### config.mk
export PLATFORM = sky130hd
export DESIGN_NAME = alu_arbiter
export DESIGN_NICKNAME = d
export VERILOG_FILES = /design/src/rtl/alu_arbiter.sv
export SDC_FILE = /design/constraint.sdc
export NUM_CORES = 1
export LEC_CHECK = 0
export ABC_AREA = 1
export BUFFER_PORTS_ARGS = -buffer_cell sky130_fd_sc_hd__buf_2
export CAP_MARGIN = 20
export CORE_MARGIN = 4
export CORE_UTILIZATION = 48
export DETAILED_ROUTE_END_ITERATION = 12
export GPL_TIMING_DRIVEN = 0
export PLACE_DENSITY = 0.84
export RECOVER_POWER = 25
export SLEW_MARGIN = 25
export SYNTH_ARGS = -nofsm -noshare
export SYNTH_HDL_FRONTEND = slang
export SYNTH_SLANG_ARGS = --single-unit
### constraint.sdc
create_clock -name clk -period 4.2 [get_ports clk]
set_clock_uncertainty 0.2 [all_clocks]
set_input_delay 0.21 -clock clk [delete_from_list [all_inputs] [get_ports clk]]
set_output_delay 0.21 -clock clk [all_outputs]
set_load 0.02 [all_outputs]
### src/rtl/alu_arbiter.sv
// rtl/alu_arbiter.sv - round-robin two-client sequencer for a shared combinational ALU
// Operands are registered before reaching the ALU so client inputs never drive it directly.
module alu_arbiter #(
    parameter int data_width = 16
) (
    input  logic                  clk,
    input  logic                  reset_n,
    input  logic                  req0_valid,
    output logic                  req0_ready,
    input  logic [data_width-1:0] req0_a,
    input  logic [data_width-1:0] req0_b,
    input  logic [3:0]            req0_func,
    input  logic                  req1_valid,
    output logic                  req1_ready,
    input  logic [data_width-1:0] req1_a,
    input  logic [data_width-1:0] req1_b,
    input  logic [3:0]            req1_func,
    output logic [data_width-1:0] alu_a,
    output logic [data_width-1:0] alu_b,
    output logic [3:0]            alu_func,
    input  logic [data_width-1:0] alu_c,
    input  logic                  alu_ovf,
    output logic                  rsp_valid,
    input  logic                  rsp_ready,
    output logic                  rsp_id,
    output logic [data_width-1:0] rsp_c,
    output logic                  rsp_ovf,
    output logic [7:0]            ovf_count
);

    typedef enum logic [1:0] {
        IDLE,
        EXEC,
        RESP
    } state_t;

    state_t                state;
    logic                  prio;
    logic                  idReg;
    logic [data_width-1:0] opA;
    logic [data_width-1:0] opB;
    logic [3:0]            opFunc;
    logic                  rspValid;
    logic                  rspId;
    logic [data_width-1:0] rspC;
    logic                  rspOvf;
    logic [7:0]            ovfCount;

    logic anyValid;
    logic grantId;
    logic canAccept;

    // A lone requester always wins; on contention the favoured client (prio) wins.
    assign anyValid  = req0_valid | req1_valid;
    assign grantId   = (req0_valid && req1_valid) ? prio : req1_valid;
    assign canAccept = reset_n && (state == IDLE) && anyValid;

    assign req0_ready = canAccept && !grantId;
    assign req1_ready = canAccept && grantId;

    assign alu_a     = opA;
    assign alu_b     = opB;
    assign alu_func  = opFunc;
    assign rsp_valid = rspValid;
    assign rsp_id    = rspId;
    assign rsp_c     = rspC;
    assign rsp_ovf   = rspOvf;
    assign ovf_count = ovfCount;

    always_ff @(posedge clk or negedge reset_n) begin
        if (!reset_n) begin
            state    <= IDLE;
            prio     <= 1'b0;
            idReg    <= 1'b0;
            opA      <= '0;
            opB      <= '0;
            opFunc   <= '0;
            rspValid <= 1'b0;
            rspId    <= 1'b0;
            rspC     <= '0;
            rspOvf   <= 1'b0;
            ovfCount <= '0;
        end else begin
            case (state)
                IDLE: begin
                    if (anyValid) begin
                        opA    <= grantId ? req1_a : req0_a;
                        opB    <= grantId ? req1_b : req0_b;
                        opFunc <= grantId ? req1_func : req0_func;
                        idReg  <= grantId;
                        prio   <= ~grantId;
                        state  <= EXEC;
                    end
                end
                EXEC: begin
                    rspC     <= alu_c;
                    rspOvf   <= alu_ovf;
                    rspId    <= idReg;
                    rspValid <= 1'b1;
                    if (alu_ovf && ovfCount != 8'hFF) begin
                        ovfCount <= ovfCount + 8'd1;
                    end
                    state <= RESP;
                end
                RESP: begin
                    if (rsp_ready) begin
                        rspValid <= 1'b0;
                        state    <= IDLE;
                    end
                end
                default: begin
                    state <= IDLE;
                end
            endcase
        end
    end

endmodule

==> impl_metrics.prom <==
# TYPE chip_impl_metric gauge
chip_impl_info{name="status",value="finished with violations"} 1
chip_impl_info{name="failed_checks",value="max-capacitance violations, max-slew violations"} 1
chip_impl_metric{name="power.internal",unit="mW"} 2.04
chip_impl_metric{name="worst_ir_drop_vdd",unit="mV"} 0.457
chip_impl_metric{name="die_area",unit="mm^2"} 0.00747
chip_impl_metric{name="routed_wl",unit="mm"} 10.5
chip_impl_info{name="tritoncts_clock_tree",value="yes"} 1
chip_impl_metric{name="dieWidth",unit="um"} 86.5
chip_impl_metric{name="timing.setup.tns",unit="ns"} 0
chip_impl_metric{name="pre_cts_worst_setup_slack",unit="ns"} 2.50
chip_impl_metric{name="dp_hpwl",unit="mm"} 5.91
chip_impl_metric{name="post-synth-top-area-fraction",unit="%"} 56.8
chip_impl_metric{name="cp.required",unit="ns"} 4.07
chip_impl_metric{name="first_global_vias",unit=""} 3936
chip_impl_metric{name="fmax",unit="MHz"} 370
chip_impl_metric{name="worstMarginPinSlew",unit="ns"} 1.89
chip_impl_metric{name="placed_inst_area",unit="mm^2"} 0.00386
chip_impl_metric{name="largest_net_degree_at_the_start_of_global_routing",unit=""} 36
chip_impl_metric{name="vias",unit=""} 3583
chip_impl_metric{name="combinationalPowerShare",unit="%"} 52.9
chip_impl_metric{name="die_height",unit="um"} 86.5
chip_impl_metric{name="numClockSinks",unit=""} 67
chip_impl_metric{name="final_worst_setup_slack",unit="ns"} 1.50
chip_impl_metric{name="synth_cells",unit=""} 361
chip_impl_info{name="ctsRootBufferMaster",value="sky130_fd_sc_hd__clkbuf_8"} 1
chip_impl_metric{name="timing.max_cap.violations",unit=""} 1
chip_impl_info{name="holdCritPathClass",value="in -> reg"} 1
chip_impl_metric{name="sequential_area_share_after_synthesis",unit="%"} 56.8
chip_impl_info{name="synth_top_cell_by_area",value="sky130_fd_sc_hd__dfrtp_1"} 1
chip_impl_metric{name="synth_enable_flop_cells",unit=""} 0
chip_impl_metric{name="setup_viol",unit=""} 0
chip_impl_metric{name="hold_viol",unit=""} 0
chip_impl_metric{name="gr-usage-met3",unit="%"} 6.56
chip_impl_metric{name="switching_share_of_power",unit="%"} 42.1
chip_impl_metric{name="share_of_layout_cells_above_drive_strength_1",unit="%"} 30.6
chip_impl_metric{name="worst_setup_hold_path_clk_slew",unit="ns"} 0.08
chip_impl_info{name="synth_area_leaders",value="sky130_fd_sc_hd__dfrtp_1, sky130_fd_sc_hd__nand2_1, sky130_fd_sc_hd__nand3_1"} 1
chip_impl_info{name="dominant_register_cell_in_the_synthesized_netlist",value="sky130_fd_sc_hd__dfrtp_1"} 1
chip_impl_metric{name="core_area",unit="mm^2"} 0.00596
chip_impl_metric{name="antenna_found_initial",unit=""} 0
chip_impl_metric{name="clkPwrFrac",unit="%"} 15.0
chip_impl_metric{name="routedWlPerCell",unit="um"} 15.0
chip_impl_metric{name="synthDistinctLibCells",unit=""} 16
chip_impl_metric{name="worst_ep_arrival_time",unit="ns"} 2.57
chip_impl_metric{name="grt_util_met1",unit="%"} 32.4
chip_impl_info{name="critPathCaptureType",value="asynchronous set/reset pin"} 1
chip_impl_metric{name="count_of_input_and_output_buffers",unit=""} 158
chip_impl_metric{name="worst_skew_pair_latency",unit="ns"} 0.32
chip_impl_metric{name="synth_area_per_cell",unit="um^2"} 8.18
chip_impl_metric{name="cell_area_after_synthesis",unit="mm^2"} 0.00295
chip_impl_metric{name="timing.final.crit_share",unit="%"} 64.4
chip_impl_info{name="critical_setup_path_class",value="in -> async"} 1
chip_impl_metric{name="flip_flop_and_latch_count_after_synthesis",unit=""} 67
chip_impl_metric{name="total_switching_power",unit="mW"} 1.48
chip_impl_metric{name="rows",unit=""} 28
chip_impl_metric{name="use_met2",unit="%"} 53.1
chip_impl_metric{name="drt-initial-drc-count",unit=""} 161
chip_impl_metric{name="num-nets-final",unit=""} 717
chip_impl_metric{name="ant_nets",unit=""} 0
chip_impl_metric{name="cts_resized",unit=""} 0
chip_impl_metric{name="drc_violations",unit=""} 0
chip_impl_metric{name="num_antenna_cells",unit=""} 0
chip_impl_metric{name="cp_max_fo",unit=""} 35
chip_impl_metric{name="synthArstFlopShare",unit="%"} 100
chip_impl_metric{name="min_delay_path_depth",unit=""} 5
chip_impl_metric{name="finalWeightedCongestion",unit=""} 0.807
chip_impl_info{name="synth_most_common_cell",value="sky130_fd_sc_hd__nand2_1"} 1
chip_impl_metric{name="drt-pass1-iter-count",unit=""} 5
chip_impl_metric{name="grt-ovfl-total",unit=""} 0
chip_impl_metric{name="static_leakage",unit="nW"} 2.71
chip_impl_metric{name="relSlewSlack",unit="%"} -25.7
chip_impl_info{name="rsz0062_at_grt",value="false"} 1
chip_impl_metric{name="synthesis.nets",unit=""} 456
chip_impl_metric{name="sequential_cell_fraction_of_total_power",unit="%"} 32.1
chip_impl_metric{name="ctsLongestPathBuffers",unit=""} 2
chip_impl_metric{name="design_area",unit="mm^2"} 0.00495
chip_impl_metric{name="grt_first_pass_wirelength",unit="mm"} 17.5
chip_impl_metric{name="htreeDepth",unit=""} 3
chip_impl_info{name="busiest_layer",value="met2"} 1
chip_impl_metric{name="cts-buffers-inserted",unit=""} 9
chip_impl_info{name="synth_common_cells",value="sky130_fd_sc_hd__nand2_1, sky130_fd_sc_hd__dfrtp_1, sky130_fd_sc_hd__nand3_1"} 1
chip_impl_metric{name="area_growth_syn_to_layout",unit="%"} 67.6
chip_impl_metric{name="floorplan.initialDensity",unit="%"} 49.6
chip_impl_metric{name="totalPowerFinal",unit="mW"} 3.52
chip_impl_metric{name="cellPowerDensity",unit="mW/mm^2"} 712
chip_impl_metric{name="timing.final.crit_period",unit="ns"} 2.70
chip_impl_metric{name="route.detailed.vias_per_inst",unit=""} 5.10
chip_impl_metric{name="gr-usage-all-layers",unit="%"} 29.8
chip_impl_info{name="critPathLaunchType",value="input pin"} 1
chip_impl_metric{name="boundaryPins",unit=""} 159
chip_impl_metric{name="report.final.slew_viol_count",unit=""} 36
chip_impl_metric{name="yosys_warnings",unit=""} 0
chip_impl_metric{name="r2r_cells",unit=""} 7
-- cell families after synthesis --
family / Yosys count / synth area share [%]
fa+ha+maj: 1 / 0.423
xor+xnor: 3 / 0.890
flops: 67 / 56.8
compound gates: 9 / 1.65
buf+inv: 31 / 6.10
simple gates: 250 / 34.2
-- worst paths after layout --
kind	startpoint	endpoint	slack, ns
setup reg to reg	state[1]$_DFFE_PN0P_	alu_a[13]$_DFFE_PN0P_	2.07
hold reg to reg	rsp_c[12]$_DFFE_PN0P_	rsp_c[12]$_DFFE_PN0P_	0.27
hold / removal	req1_valid	idReg$_DFFE_PN0P_	0.18
max in group clk	state[1]$_DFFE_PN0P_	alu_a[13]$_DFFE_PN0P_	2.07
setup / recovery	reset_n	ovf_count[1]$_DFFE_PN0P_	1.50
min in group asynchronous	reset_n	alu_a[1]$_DFFE_PN0P_	0.19
-- layout make-up --
cell class / count / area, um^2
Clock inverter: 5 / 52.6
Buffer: 13 / 113
Tap cell: 75 / 93.8
Sequential cell: 67 / 1680
Fill cell: 359 / 1010
Timing Repair Buffer: 250 / 1710
Multi-Input combinational cell: 263 / 1100
Inverter: 18 / 67.6
Clock buffer: 11 / 141
-- registers in the layout (all words and copies together) (netlist names) --
register   cells
rsp_valid      1
rsp_id         1
alu_a         16
rsp_ovf        1
ovf_count      8
alu_func       4
idReg          1
state          2
rsp_c         16
alu_b         16
prio           1
-- stage by stage --
stage | hold WS [ns] | util (%) | std cells
floorplan | -0.286 | - | 361
global placement | 0.204 | 64.5 | 594
detailed placement | -0.0107 | 64.8 | 595
CTS | 0.179 | 83.4 | 702
global route | 0.219 | 83.1 | 702
finish | 0.183 | 83.1 | 702
-- repair_timing --
| item | in CTS | in global routing |
|---|---|---|
| hold buffers | 91 | 0 |
| setup buffers | 0 | 0 |
| setup endpoints to repair | 0 | 0 |
| endpoints found under the hold margin | 87 | 0 |
-- layout by cell type (no fill, tap or decap) --
cell type / count
sky130_fd_sc_hd__nand2_1: 195
sky130_fd_sc_hd__buf_2: 160
sky130_fd_sc_hd__dlygate4sd3_1: 91
sky130_fd_sc_hd__dfrtp_1: 67
sky130_fd_sc_hd__nand3_1: 41
sky130_fd_sc_hd__inv_1: 16
sky130_fd_sc_hd__nor2_1: 10
sky130_fd_sc_hd__clkbuf_8: 10
sky130_fd_sc_hd__o21ai_0: 8
sky130_fd_sc_hd__buf_6: 6
sky130_fd_sc_hd__buf_4: 5
sky130_fd_sc_hd__xnor2_1: 3
sky130_fd_sc_hd__clkinv_2: 3
sky130_fd_sc_hd__nor2_4: 2
sky130_fd_sc_hd__inv_2: 2
sky130_fd_sc_hd__clkbuf_1: 2
sky130_fd_sc_hd__o21ai_2: 1
sky130_fd_sc_hd__nand2_2: 1
sky130_fd_sc_hd__nand4_1: 1
sky130_fd_sc_hd__ha_1: 1
sky130_fd_sc_hd__bufinv_16: 1
sky130_fd_sc_hd__clkinvlp_4: 1
-- critical path, stage by stage --
cell,delay [ns]
sky130_fd_sc_hd__dlygate4sd3_1,0.54
sky130_fd_sc_hd__buf_4,0.39
sky130_fd_sc_hd__clkbuf_1,1.40
-- layer usage --
metal	share of wire, %	up-vias
met5	0	-
met4	4.7	0
met3	6.5	47
met2	53	187
met1	36	1710
li1	-	1639
-- power groups by stage --
stage / sequential (mW) / combinational, mW / clock, mW
6_report: 1.13 / 1.86 / 0.529
5_1_grt: 1.16 / 2.02 / 0.564
4_1_cts: 1.12 / 1.80 / 0.533
3_5_place_dp: 1.12 / 1.45 / 0
3_3_place_gp: 1.11 / 1.40 / 0
2_1_floorplan: 1.45 / 0.602 / 0
Note: power is estimated with default switching activity, not from simulation.
